<file path="config.mk">
export PLATFORM = sky130hd
export DESIGN_NAME = display_resto_scan
export DESIGN_NICKNAME = d
export VERILOG_FILES = /design/src/rtl/display_pkg.sv /design/src/rtl/tick_gen.sv /design/src/rtl/display_resto_scan.sv
export SDC_FILE = /design/constraint.sdc
export NUM_CORES = 1
export LEC_CHECK = 0
export BUFFER_PORTS_ARGS = -buffer_cell sky130_fd_sc_hd__buf_2
export CAP_MARGIN = 40
export CORE_MARGIN = 2
export CORE_UTILIZATION = 63
export DETAILED_ROUTE_END_ITERATION = 16
export PLACE_DENSITY_LB_ADDON = 0.2
export SLEW_MARGIN = 20
export SYNTH_ARGS = -nofsm -noshare
export SYNTH_HDL_FRONTEND = slang
export SYNTH_SLANG_ARGS = --single-unit
</file>
<file path="constraint.sdc">
create_clock -name CLK -period 3.5 [get_ports CLK]
set_input_delay 0.175 -clock CLK [delete_from_list [all_inputs] [get_ports CLK]]
set_output_delay 0.175 -clock CLK [all_outputs]
set_load 0.01 [all_outputs]
</file>
<file path="src/rtl/display_pkg.sv">
// Shared definitions for the result display: FSM state encodings and
// the default selector code that identifies a division result.
package display_pkg;

  typedef enum logic [1:0] {
    IDLE   = 2'd0,
    SHOW_Q = 2'd1,
    SHOW_R = 2'd2
  } state_t;

  localparam logic [2:0] OP_RESTO_DEF = 3'b011;

endpackage

</file>
<file path="src/rtl/tick_gen.sv">
// Modulo-DIV cycle counter producing a one-cycle tick on the last count.
// clr restarts the count at 0 synchronously; en gates counting.
module tick_gen
  import display_pkg::*;
#(
  parameter int DIV = 4
) (
  input  logic clk,
  input  logic rst,
  input  logic clr,
  input  logic en,
  output logic tick
);

  localparam int CW = (DIV > 1) ? $clog2(DIV) : 1;

  logic [CW-1:0] cnt_p0;
  logic          at_end;

  assign at_end = (cnt_p0 == CW'(DIV - 1));
  assign tick   = en && at_end && !clr;

  // Count 0..DIV-1 while enabled; clear takes priority over counting.
  always_ff @(posedge clk or posedge rst) begin
    if (rst) begin
      cnt_p0 <= '0;
    end else if (clr) begin
      cnt_p0 <= '0;
    end else if (en) begin
      cnt_p0 <= at_end ? '0 : cnt_p0 + CW'(1);
    end
  end

endmodule

</file>
<file path="src/rtl/display_resto_scan.sv">
// Multiplexed hex display of an arithmetic result. A division with a
// nonzero remainder alternates between a quotient page and a remainder
// page; every other result shows only the quotient. Digits are scanned
// one at a time with active-low enables.
module display_resto_scan
  import display_pkg::*;
#(
  parameter int              WIDTH    = 8,
  parameter int              SEL_W    = 3,
  parameter logic [SEL_W-1:0] OP_RESTO = SEL_W'(OP_RESTO_DEF),
  parameter int              SCAN_DIV = 50000,
  parameter int              PAGE_DIV = 25000000,
  localparam int             N_DIG    = WIDTH / 4
) (
  input  logic             CLK,
  input  logic             RST,
  input  logic [SEL_W-1:0] SEL,
  input  logic             LOAD,
  input  logic             CLEAR,
  input  logic [WIDTH-1:0] QUOC,
  input  logic [WIDTH-1:0] RESTO_VAL,
  input  logic             RESTO,
  output logic [N_DIG-1:0] DIG_EN,
  output logic [3:0]       NIBBLE,
  output logic             LED_RESTO,
  output logic             PAGE
);

  localparam int IDX_W = (N_DIG > 1) ? $clog2(N_DIG) : 1;

  function automatic logic [3:0] pick_nibble(input logic [WIDTH-1:0] v,
                                             input logic [IDX_W-1:0] i);
    return v[i*4 +: 4];
  endfunction

  state_t             state_p0;
  state_t             state_d;
  logic [WIDTH-1:0]   quoc_p0;
  logic [WIDTH-1:0]   resto_p0;
  logic               alt_p0;
  logic [IDX_W-1:0]   idx_p0;
  logic               load_s;
  logic               page_run;
  logic               page_clr;
  logic               scan_tick;
  logic               page_tick;

  logic [N_DIG-1:0]   dig_en_d;
  logic [3:0]         nibble_d;
  logic               led_d;
  logic               page_d;
  logic [N_DIG-1:0]   dig_en_p1;
  logic [3:0]         nibble_p1;
  logic               led_p1;
  logic               page_p1;

  // CLEAR beats a simultaneous LOAD, so such a load captures nothing.
  assign load_s   = LOAD && !CLEAR;
  // The page timer only runs while an alternating result is on screen.
  assign page_run = alt_p0 && (state_p0 != IDLE);
  assign page_clr = LOAD || CLEAR || !page_run;

  tick_gen #(.DIV(SCAN_DIV)) u_scan (
    .clk  (CLK),
    .rst  (RST),
    .clr  (1'b0),
    .en   (1'b1),
    .tick (scan_tick)
  );

  tick_gen #(.DIV(PAGE_DIV)) u_page (
    .clk  (CLK),
    .rst  (RST),
    .clr  (page_clr),
    .en   (page_run),
    .tick (page_tick)
  );

  // ---- stage p0: captured result, FSM state, digit index ----

  // Latch the result and decide whether it needs a remainder page.
  always_ff @(posedge CLK or posedge RST) begin
    if (RST) begin
      quoc_p0  <= '0;
      resto_p0 <= '0;
      alt_p0   <= 1'b0;
    end else if (load_s) begin
      quoc_p0  <= QUOC;
      resto_p0 <= RESTO_VAL;
      alt_p0   <= (SEL == OP_RESTO) && RESTO;
    end
  end

  // Free-running digit index, independent of LOAD and CLEAR.
  always_ff @(posedge CLK or posedge RST) begin
    if (RST) begin
      idx_p0 <= '0;
    end else if (scan_tick) begin
      idx_p0 <= (idx_p0 == IDX_W'(N_DIG - 1)) ? '0 : idx_p0 + IDX_W'(1);
    end
  end

  // FSM state register.
  always_ff @(posedge CLK or posedge RST) begin
    if (RST) begin
      state_p0 <= IDLE;
    end else begin
      state_p0 <= state_d;
    end
  end

  // Next state: CLEAR, then LOAD, then page flips on the page tick.
  always_comb begin
    state_d = state_p0;
    if (CLEAR) begin
      state_d = IDLE;
    end else if (LOAD) begin
      state_d = SHOW_Q;
    end else begin
      case (state_p0)
        IDLE:    state_d = IDLE;
        SHOW_Q:  if (page_tick) state_d = SHOW_R;
        SHOW_R:  if (page_tick) state_d = SHOW_Q;
        default: state_d = IDLE;
      endcase
    end
  end

  // Output decode from state, index and captured data.
  always_comb begin
    dig_en_d = '1;
    nibble_d = 4'h0;
    led_d    = 1'b0;
    page_d   = 1'b0;
    case (state_p0)
      SHOW_Q: begin
        dig_en_d = ~(N_DIG'(1) << idx_p0);
        nibble_d = pick_nibble(quoc_p0, idx_p0);
        led_d    = alt_p0;
      end
      SHOW_R: begin
        dig_en_d = ~(N_DIG'(1) << idx_p0);
        nibble_d = pick_nibble(resto_p0, idx_p0);
        led_d    = alt_p0;
        page_d   = 1'b1;
      end
      default: begin
        dig_en_d = '1;
        nibble_d = 4'h0;
        led_d    = 1'b0;
        page_d   = 1'b0;
      end
    endcase
  end

  // ---- stage p1: registered outputs ----

  // Register every output so nothing combinational reaches the pins.
  always_ff @(posedge CLK or posedge RST) begin
    if (RST) begin
      dig_en_p1 <= '1;
      nibble_p1 <= 4'h0;
      led_p1    <= 1'b0;
      page_p1   <= 1'b0;
    end else begin
      dig_en_p1 <= dig_en_d;
      nibble_p1 <= nibble_d;
      led_p1    <= led_d;
      page_p1   <= page_d;
    end
  end

  assign DIG_EN    = dig_en_p1;
  assign NIBBLE    = nibble_p1;
  assign LED_RESTO = led_p1;
  assign PAGE      = page_p1;

endmodule

</file>
=== Word level (Yosys, flattened, before mapping) ===
Index checks and enable logic that the tools add are counted.

* Bits in registers: 69
* Input port bits: 24
* Output and inout port bits: 8

* Add/sub/neg operators: 3
* Equal/unequal tests: 7
* Shifts and indexed selects: 3
* Mux-type cells: 14
* Bitwise gates (word level): 1
* Reductions and logical operators: 14

{| class="wikitable"
|+ Operators with widths
! cell !! number
|-
| two-way mux 25 bit || 3
|-
| adder 25 x 1 -> 25 bit (second input constant) || 1
|-
| == test 25 bit (second input constant) || 1
|-
| adder 16 x 1 -> 16 bit (second input constant) || 1
|-
| == test 16 bit (second input constant) || 1
|-
| two-way mux 16 bit || 1
|-
| indexed part select 8 x 4 -> 4 bit || 2
|-
| two-way mux 2 bit || 5
|-
| inequality test 4 bit (second input constant) || 2
|-
| one-hot mux 4 bit (2 select lines) || 1
|-
| logical AND 1 bit || 5
|-
| one-hot mux 2 bit (2 select lines) || 1
|-
| nonzero test 2 bit || 2
|-
| == test 3 x 2 -> 1 bit (second input constant) || 1
|-
| logical NOT 1 bit || 3
|-
| two-way mux 1 bit || 3
|-
| == test 2 x 1 -> 1 bit (second input constant) || 1
|-
| == test 2 bit (second input constant) || 1
|-
| logical OR 1 bit || 2
|-
| NOT 2 bit || 1
|-
| AND reduction 2 bit || 1
|-
| OR reduction 2 bit || 1
|-
| << shifter 1 x 1 -> 2 bit (first input constant) || 1
|-
| adder 1 bit (second input constant) || 1
|}

=== Depth between registers and ports, before layout ===
* Word-level depth: 10
* Mapped depth: 6
* Gate-level depth less buffers: 6

=== Cells and area by module ===
A second synthesis with hierarchy kept.

* Cell total of the unflattened synthesis: 340
* Area, all modules: 3,651.0 µm²

{| class="wikitable"
|+ Modules (own cells, without submodules)
! module !! times used !! cells each !! area an instance (µm²) !! sequential area each (µm²)
|-
| tick_gen at u_page || 1 || 166 || 1,496.4 || 625.6
|-
| display_resto_scan || 1 || 84 || 1,251.2 || 703.2
|-
| tick_gen at u_scan || 1 || 90 || 903.4 || 400.4
|}

=== Worst setup path before layout ===
OpenSTA, ideal clock, no wires.

* Kind: register to register
* Start: reg u_page.cnt_p0[0]
* End: reg u_page.cnt_p0[24]
* Library setup time: 73 ps
* Arrival time: 2,014 ps
* Setup slack: 1,413 ps
* Cell stages (with the launch flop): 7
* Cells stage by stage: dfrtp_1 > ha_1 > nand3_4 > or4_1 > buf_2 > or4_4 > a21oi_2

* Longest elaborated chain between the ends: 4
* Elaborated cells on any way between the ends: 5

{| class="wikitable"
|+ RTL lines
! what !! RTL line !! source
|-
| from (decl) || tick_gen.sv:17 || <nowiki>logic [CW-1:0] cnt_p0;</nowiki>
|-
| from (signal assigned) || tick_gen.sv:30 || <nowiki>cnt_p0 <= at_end ? '0 : cnt_p0 + CW'(1);</nowiki>
|-
| adder 25 x 1 -> 25 bit or == test 25 bit (tied branches) || tick_gen.sv:30, tick_gen.sv:20 ||
|-
| two-way mux 25 bit * || tick_gen.sv:30 ||
|-
| two-way mux 25 bit * || tick_gen.sv:29 || <nowiki>end else if (en) begin</nowiki>
|-
| two-way mux 25 bit * || tick_gen.sv:27 || <nowiki>end else if (clr) begin</nowiki>
|}

Every way passes the cells marked *; elsewhere a longest branch is shown, timed or not. The select of a mux whose other input is x is not followed.
A chain may end at the register's enable or synchronous reset.

=== Worst setup path in the final report ===
Same ends and word-level chain as after synthesis.

==> impl_metrics.yaml <==
flow_run:
  max-cap-violations: 0
power_and_ir_drop:
  p_seq_frac: 0.516
  clkPwrFrac: 0.424
  comb_power_share: 0.060
  cell_internal_pwr_mw: 1.29
  swShare: 0.217
  vdd_ir_drop_max_uv: 347
  p_leak_nw: 1.56
  p_sw_mw: 0.357
  powerDensity_nw_per_um2: 440
  total_power_mw: 1.65
grt:
  grt_first_pass_wirelength_mm: 10.5
  grt_remaining_overflow: 0
  antenna_found_initial: 0
  globalRouteTotalUtil: 0.231
  grt_pass1_vias: 2274
  grt_max_degree: 37
sta:
  worst_pin_slew_ns: 0.693
  period_share: 0.652
  maxSlewViolCount: 0
  setup-violations-final: 0
  tns_ns: 0
  clock_skew_ns: 0.00620
  fin_crit_ns: 2.28
  hold_viol_final: 0
  relSlewSlack: 0.537
  rsz0062_at_grt: "false"
  fmax_mhz: 438
logic_synthesis:
  synth-seq-area-share: 0.525
  yosys_warnings: 0
  syn-num-nets: 315
  yosysMostFrequentCell: "dfrtp_1"
  synth_largest_area_cell: "dfrtp_1"
  synth-edff-count: 0
  yosys-top-cells-count: "67 x dfrtp_1, 31 x nor2_1, 17 x mux2_2, 16 x xnor2_1, 13 x nand2_1"
  synthesis.area_um2: 3290
  yosysTopAreaCellShare: 0.509
  ys_ff_latch: 69
  yosysUniqueCellTypes: 45
  synth_area_leaders: "dfrtp_1 51%, mux2_2 5.8%, xnor2_1 4.3%"
  syn_area_per_cell_um2: 11.6
  synthFlopType: "dfrtp_1"
  async_flop_share: 1.00
  synthCells: 285
clocking:
  holdBufCountCts: 1
  cts_max_level: 3
  cts_tree: "built"
  cts_resized: 0
  postCtsSetupBuffers: 0
  clk_latency_ns: 0.34
  numClockSinks: 69
  cts_buffer_depth: 2
  clk_pin_slew_ns: 0.07
  cts_buffers: 9
  clock-root-buffer: "clkbuf_8"
route:
  vias: 2280
  highest_layer: "met4"
  ant_nets: 0
  drc: 0
  first_pass_iters: 4
  viasPerCell: 5.71
  wl_mm: 6.04
  wl_met2_mm: 2.97
  wl_met3_um: 236
  routedWlPerCell_um: 15.1
  drt_iter0_markers: 127
  wl_met1_mm: 2.73
place:
  gp_congestion: 0.774
  io_buffers: 31
  dp_hpwl_mm: 4.16
min_path:
  worstHoldPathType: "in2reg"
critical_path:
  cp_cell_sequence: "ha_1 -> nand3_4 -> or4_1 -> or4_4 -> a21oi_2"
  path_max_fanout: 9
  endpoint_kind: "register"
  slowest_stage: "or4_1"
  critPathLaunchType: "register"
  path_class: "reg2reg"
  worstPathRequired_ns: 3.77
  max_stage_delay_ns: 0.72
  arrival_ns: 2.55
floorplanning:
  die-area_um2: 5820
  die_width_um: 76.3
  num_rows: 26
  start_util: 0.649
  num_io_pins: 32
  die_h_um: 76.3
  fp.coreArea_um2: 5070
outcome:
  status: "finished clean"
layout:
  syn_to_final_growth_pct: 13.7
  num_antenna_cells: 0
  drive_above_1_share: 0.264
  nNetsFinal: 354
==> per-layer routing <==
metal | vias up | global-route usage
li1 | 1104 | -
met1 | 1126 | 0.302
met2 | 39 | 0.360
met3 | 11 | 0.0687
met4 | 0 | 0.102
met5 | - | 0
==> layout by cell type, fill, tap and decap left out, drive strengths merged, types with 5 or more instances in the layout <==
cell	n
dfrtp	67
buf	33
nor2	31
mux2	17
xnor2	16
nand2	13
nand3	13
inv	13
xor2	11
or4	10
clkbuf	10
a21oi	9
nand4	9
o31ai	7
nor4	7
and2	6
ha	6
nor3	5
==> power groups by stage <==
stage          logic (mW)  clock network (mW)  registers, mW
2_1_floorplan      0.0657                   0          0.861
5_1_grt             0.112               0.745          0.853
4_1_cts             0.102               0.710          0.848
6_report           0.0994               0.697          0.848
3_3_place_gp       0.0965                   0          0.862
3_5_place_dp        0.101                   0          0.864
==> per-stage QoR <==
step | util | instance area (µm²) | instances | setup slack (ns) | hold slack [ns]
after floorplan | - | 3290 | 285 | 1.41 | 0.248
after global placement | 0.693 | 3520 | 382 | 1.30 | 0.317
after detailed placement | 0.693 | 3520 | 382 | 1.22 | 0.328
after CTS | 0.737 | 3740 | 399 | 1.22 | 0.00454
after global routing | 0.737 | 3740 | 399 | 1.11 | 0.0327
final | 0.737 | 3740 | 399 | 1.22 | 0.0242
==> flip-flops by register name, indices dropped and copies added (netlist names) <==
name / flops
DIG_EN: 2
LED_RESTO: 1
NIBBLE: 4
PAGE: 1
alt_p0: 1
idx_p0: 1
quoc_p0: 8
resto_p0: 8
state_p0: 2
u_page.cnt_p0: 25
u_scan.cnt_p0: 16
==> critical path, delay by kind of cell, from the launching register on <==
family	cells	cell delay (ns)
AOI/OAI and AO/OA	1	0.15
and+or+nand+nor	3	1.41
adders and majority gates	1	0.25
DFF	1	0.40
==> layout make-up <==
class | count | area, µm²
clock buffer | 10 | 128
timing repair buffer | 34 | 180
sequential | 69 | 1730
multi-input combinational | 198 | 1490
clock inverter | 6 | 86.3
fill | 369 | 1330
tap | 70 | 87.6
inverter | 12 | 45.0
==> kinds of logic (layout without fill, tap and decap cells) <==
| logic type | count (synthesis) | after routing | share of synthesized area |
|---|---|---|---|
| flops | 69 | 69 | 0.525 |
| buf+inv | 18 | 62 | 0.0232 |
| xor+xnor | 27 | 27 | 0.0718 |
| simple gates | 118 | 118 | 0.217 |
| fa+ha+maj | 6 | 6 | 0.0228 |
| compound gates | 24 | 24 | 0.0479 |
| mux | 23 | 23 | 0.0916 |
==> worst paths after layout <==
kind / cells after the start / from / slack (ns) / endpoint
setup / recovery: 5 / u_page.cnt_p0[0] / 1.22 / u_page.cnt_p0[24]
hold / removal: 2 / CLEAR / 0.02 / state_p0[0]
setup reg to reg: 5 / u_page.cnt_p0[0] / 1.22 / u_page.cnt_p0[24]
hold reg to reg: 1 / u_scan.cnt_p0[15] / 0.48 / u_scan.cnt_p0[15]
max in group asynchronous: 4 / RST / 2.06 / DIG_EN[0]
min in group asynchronous: 3 / RST / 0.49 / u_page.cnt_p0[19]
(Power assumes the default switching activity.)
